<file path="config.mk">
export PLATFORM = sky130hd
export DESIGN_NAME = fifo_rd_uart_tx
export DESIGN_NICKNAME = d
export VERILOG_FILES = /design/src/rtl/fifo_uart_pkg.sv /design/src/rtl/uart_tx_parity_calc.sv /design/src/rtl/fifo_rd_uart_tx.sv
export SDC_FILE = /design/constraint.sdc
export NUM_CORES = 1
export LEC_CHECK = 0
export ABC_CLOCK_PERIOD_IN_PS = 2100
export CAP_MARGIN = 20
export CORE_MARGIN = 3
export CORE_UTILIZATION = 40
export CTS_BUF_LIST = sky130_fd_sc_hd__clkbuf_4
export DETAILED_ROUTE_END_ITERATION = 10
export PLACE_DENSITY = 0.64
export SLEW_MARGIN = 20
export SYNTH_ARGS = -nofsm -noshare
export SYNTH_HDL_FRONTEND = slang
export SYNTH_SLANG_ARGS = --single-unit
</file>
<file path="constraint.sdc">
create_clock -name R_CLK -period 2.1 [get_ports R_CLK]
set_clock_uncertainty 0.1 [all_clocks]
set_input_delay 0.42 -clock R_CLK [delete_from_list [all_inputs] [get_ports R_CLK]]
set_output_delay 0.42 -clock R_CLK [all_outputs]
set_load 0.01 [all_outputs]
</file>
<file path="src/rtl/fifo_uart_pkg.sv">
// Shared types and constants for the FIFO read-side UART transmitter.
package fifo_uart_pkg;

    typedef enum logic [2:0] {
        IDLE,
        START,
        DATA,
        PARITY,
        STOP
    } tx_state_e;

    localparam logic PAR_EVEN    = 1'b0;
    localparam logic PAR_ODD     = 1'b1;
    localparam logic IDLE_LEVEL  = 1'b1;
    localparam logic START_LEVEL = 1'b0;

endpackage

</file>
<file path="src/rtl/uart_tx_parity_calc.sv">
// Combinational parity of one data word; PAR_TYP selects even (0) or odd (1).
module uart_tx_parity_calc
    import fifo_uart_pkg::*;
#(
    parameter int DATA_WIDTH = 8
) (
    input  logic [DATA_WIDTH-1:0] data,
    input  logic                  par_typ,
    output logic                  par_bit
);

    assign par_bit = (^data) ^ (par_typ == PAR_ODD);

endmodule

</file>
<file path="src/rtl/fifo_rd_uart_tx.sv">
// Pops words from the async FIFO read port and sends each as a UART frame,
// one bit per R_CLK. Parity support is compiled in with UART_TX_PARITY_EN.
module fifo_rd_uart_tx
    import fifo_uart_pkg::*;
#(
    parameter int DATA_WIDTH = 8
) (
    input  logic                  R_CLK,
    input  logic                  R_RST,
    input  logic                  EMPTY,
    input  logic [DATA_WIDTH-1:0] RD_DATA,
    input  logic                  PAR_EN,
    input  logic                  PAR_TYP,
    output logic                  R_INC,
    output logic                  TX_OUT,
    output logic                  BUSY
);

    localparam int CNT_W = (DATA_WIDTH > 1) ? $clog2(DATA_WIDTH) : 1;
    localparam logic [CNT_W-1:0] CNT_LAST = CNT_W'(DATA_WIDTH - 1);

    tx_state_e             state, state_nxt;
    logic [CNT_W-1:0]      cnt, cnt_nxt;
    logic [DATA_WIDTH-1:0] shreg, shreg_nxt;
    logic                  tx_nxt, busy_nxt, rinc_nxt;
    logic                  load;

`ifdef UART_TX_PARITY_EN
    logic par_en_q;
    logic par_bit_q;
    logic par_bit_calc;

    uart_tx_parity_calc #(
        .DATA_WIDTH(DATA_WIDTH)
    ) u_parity (
        .data   (RD_DATA),
        .par_typ(PAR_TYP),
        .par_bit(par_bit_calc)
    );

    always_ff @(posedge R_CLK or negedge R_RST) begin
        if (!R_RST) begin
            par_en_q <= 1'b0;
        end else if (load) begin
            par_en_q <= PAR_EN;
        end
    end

    always_ff @(posedge R_CLK) begin
        if (load) begin
            par_bit_q <= par_bit_calc;
        end
    end
`else
    logic unused_par;
    assign unused_par = PAR_EN ^ PAR_TYP;
`endif

    // Outputs are registered from next-state values so they line up with the state.
    always_comb begin
        state_nxt = state;
        cnt_nxt   = cnt;
        shreg_nxt = shreg;
        tx_nxt    = IDLE_LEVEL;
        busy_nxt  = 1'b1;
        rinc_nxt  = 1'b0;
        load      = 1'b0;

        case (state)
            IDLE: begin
                busy_nxt = 1'b0;
                load     = !EMPTY;
            end
            START: begin
                state_nxt = DATA;
                cnt_nxt   = '0;
                tx_nxt    = shreg[0];
                shreg_nxt = shreg >> 1;
            end
            DATA: begin
                if (cnt == CNT_LAST) begin
                    state_nxt = STOP;
`ifdef UART_TX_PARITY_EN
                    if (par_en_q) begin
                        state_nxt = PARITY;
                        tx_nxt    = par_bit_q;
                    end
`endif
                end else begin
                    cnt_nxt   = cnt + 1'b1;
                    tx_nxt    = shreg[0];
                    shreg_nxt = shreg >> 1;
                end
            end
            PARITY: begin
                state_nxt = STOP;
            end
            STOP: begin
                if (!EMPTY) begin
                    load = 1'b1;
                end else begin
                    state_nxt = IDLE;
                    busy_nxt  = 1'b0;
                end
            end
            default: begin
                state_nxt = IDLE;
                busy_nxt  = 1'b0;
            end
        endcase

        // Loading from IDLE or STOP both go straight to the start bit.
        if (load) begin
            state_nxt = START;
            cnt_nxt   = '0;
            shreg_nxt = RD_DATA;
            tx_nxt    = START_LEVEL;
            busy_nxt  = 1'b1;
            rinc_nxt  = 1'b1;
        end
    end

    always_ff @(posedge R_CLK or negedge R_RST) begin
        if (!R_RST) begin
            state  <= IDLE;
            cnt    <= '0;
            TX_OUT <= IDLE_LEVEL;
            BUSY   <= 1'b0;
            R_INC  <= 1'b0;
        end else begin
            state  <= state_nxt;
            cnt    <= cnt_nxt;
            TX_OUT <= tx_nxt;
            BUSY   <= busy_nxt;
            R_INC  <= rinc_nxt;
        end
    end

    always_ff @(posedge R_CLK) begin
        shreg <= shreg_nxt;
    end

endmodule

</file>
==> impl_metrics.toml <==
[worst_setup_path]
timing.rr.end = "shreg[5]"
path_delay_family = "flip-flops"
critical_path_required_ns = 1.58
end_kind = "primary output"
startpoint_type = "register"
cpMaxStageDelayCell = "dfstp_2"
slowest_delay_ns = 0.53
r2r_slack_ns = 0.25
cp.arrival_ns = 1.34
critPathBufInv = 1
crit_fanout = 1
reg2regPathDepth = 5
critical_path.startpoint = "TX_OUT"
r2r_start = "cnt[0]"
worst-setup-path-type = "register to primary output"
crit_chain = "clkdlybuf4s50_1"

[floorplan]
die_x_um = 48.1
initial_utilization = 0.449
die_area_sq_um = 2310
rows = 14
core_area_sq_um = 1580
die_y_um = 48.1
io_pins = 16

[clock_network]
root_buffer = "clkbuf_4"
htreeDepth = 1
post_cts_resize_count = 0
cts_tree = "built"
cts_buffer_depth = 2
clkLatencyLatePin_ns = 0.29
post_cts_buffers = 0
clk_pin_slew_ns = 0.10
hold_buffers = 0
numCtsBuffers = 3
cts_sinks = 17

[sta]
setup_viol = 0
slew_headroom = 0.739
whs_ns = 0.302
tightestPinTransition_ns = 0.391
slew_violations = 0
fin_crit_sh = 0.888
rsz0062_at_grt = "no"
finalSetupTns_ns = 0
period_minus_slack_ns = 1.86
fmax_ghz = 0.537
final_hold_viol_count = 0

[run]
drv_cap = 0

[cells_and_area]
flow.area_growth_from_synthesis_pct = 27.2
fill_cells = 129
drive_gt1_frac = 0.317
nNetsFinal = 79
fin_util = 0.571
fin_area_sq_um = 901
diodes = 0

[logic_synthesis]
synth_top_area_share = 0.339
syn_area_per_cell_sq_um = 16.1
syn_nets = 59
syn_area_sq_um = 708
synth-simple-area-share = 0.101
synthCells = 44
synth_adder_area_share = 0.0353
synthTopCellsByArea = "edfxtp_1 (34%), dfrtp_1 (28%), mux2_2 (13%)"
synth-seq-area-share = 0.659
yosys.cell_types.count = 15
synth_top_family_by_area = "multiplexers"
ys.warnings.count = 0
synth_compound_area_frac = 0.0424
yosys.area.top_type = "edfxtp_1"
synth-xor-area-share = 0
synth_mux_area_frac = 0.141
ys_ff_latch = 17

[power_and_ir_drop]
p_leak_nw = 0.377
power_density_nw_per_um2 = 1370
peakVddDrop_mv = 0.674
totalPowerFinal_mw = 1.23

[routing]
wl_per_cell_um = 14.0
drt-initial-drc-count = 7
ant_nets = 0
vias = 387
drc = 0
wirelength_um = 1110
dr.pass1.iters = 2
viasPerCell = 4.90

[placement]
port_buffers = 13
placed_cell_area_sq_um = 873
dp_hpwl_um = 808
gp_congestion = 0.721

[global_routing]
grt_max_degree = 11
antenna_found_initial = 0
grt_pass1_vias = 407
grt_pass1_wl_um = 1720
grt_overflow = 0
grt_usage = 0.115

[hold_path]
min_path_type = "primary input to async pin"

[status]
status = "complete, no violations"
cell usage after synthesis:
cell      number
mux2i_1        1
dfstp_2        1
nor4b_4        1
dfrtp_1        8
o21ba_2        1
mux2_2         8
and2_1         1
inv_1          2
edfxtp_1       8
nor2_1         3
nor3b_1        2
a22o_2         2
ha_1           2
nor3_1         3
buf_4          1
metrics by stage:
stage / instances / setup WS, ns
detailed placement: 75 / 0.0720
floorplan: 44 / 0.307
global route: 79 / 0.0825
global placement: 75 / 0.0577
CTS: 79 / 0.225
finish: 79 / 0.236
layout make-up:
cell class / instances / area (sq um) / area share
Inverter: 2 / 7.51 / 0.00833
Clock buffer: 3 / 22.5 / 0.0250
Tap cell: 16 / 20.0 / 0.0222
Multi-Input combinational cell: 24 / 226 / 0.251
Sequential cell: 17 / 467 / 0.518
Timing Repair Buffer: 16 / 153 / 0.169
Clock inverter: 1 / 5.00 / 0.00556
flip-flops by register name, indices dropped and copies added, names as in the netlist:
signal  count
cnt         3
shreg       8
state       3
BUSY        1
TX_OUT      1
R_INC       1
worst max-delay path by stage:
| stage | slack, ns | depth (start not counted) | end |
|---|---|---|---|
| 2_1_floorplan | 0.31 | 5 | shreg[0] |
| 3_3_place_gp | 0.06 | 4 | shreg[0] |
| 3_5_place_dp | 0.07 | 4 | shreg[5] |
| 4_1_cts | 0.23 | 1 | TX_OUT |
| 5_1_grt | 0.08 | 5 | shreg[5] |
| 6_report | 0.24 | 1 | TX_OUT |
logic make-up (layout without fill, tap and decap cells):
| family | count (synthesis) | count (layout) |
|---|---|---|
| adders and majority gates | 2 | 2 |
| DFF | 17 | 17 |
| AOI/OAI and AO/OA | 3 | 3 |
| and+or+nand+nor | 10 | 10 |
| muxes | 9 | 9 |
| buffers and inverters | 3 | 22 |
power by group:
group          leakage (nW)  internal [mW]  switching [mW]
Sequential            0.192          0.551          0.0748
Combinational         0.168          0.254           0.178
Clock                0.0177         0.0709           0.106
layout by cell type, fill, tap and decap left out:
| cell | synthesis | routed |
|---|---|---|
| a22o_2 | 2 | 2 |
| and2_1 | 1 | 1 |
| buf_4 | 1 | 3 |
| clkbuf_4 | 0 | 3 |
| clkdlybuf4s50_1 | 0 | 13 |
| clkinv_2 | 0 | 1 |
| dfrtp_1 | 8 | 8 |
| dfstp_2 | 1 | 1 |
| edfxtp_1 | 8 | 8 |
| ha_1 | 2 | 2 |
| inv_1 | 2 | 2 |
| mux2_2 | 8 | 8 |
| mux2i_1 | 1 | 1 |
| nor2_1 | 3 | 3 |
| nor3_1 | 3 | 3 |
| nor3b_1 | 2 | 2 |
| nor4b_4 | 1 | 1 |
| o21ba_2 | 1 | 1 |
routing by layer:
layer,vias up,part of all wire,track usage
met5,-,0,0
met3,2,0.057,0.0338
met1,176,0.47,0.135
li1,197,-,-
met4,0,0.010,0.0806
met2,12,0.47,0.179
No activity file was read; power rests on OpenSTA's default activity.
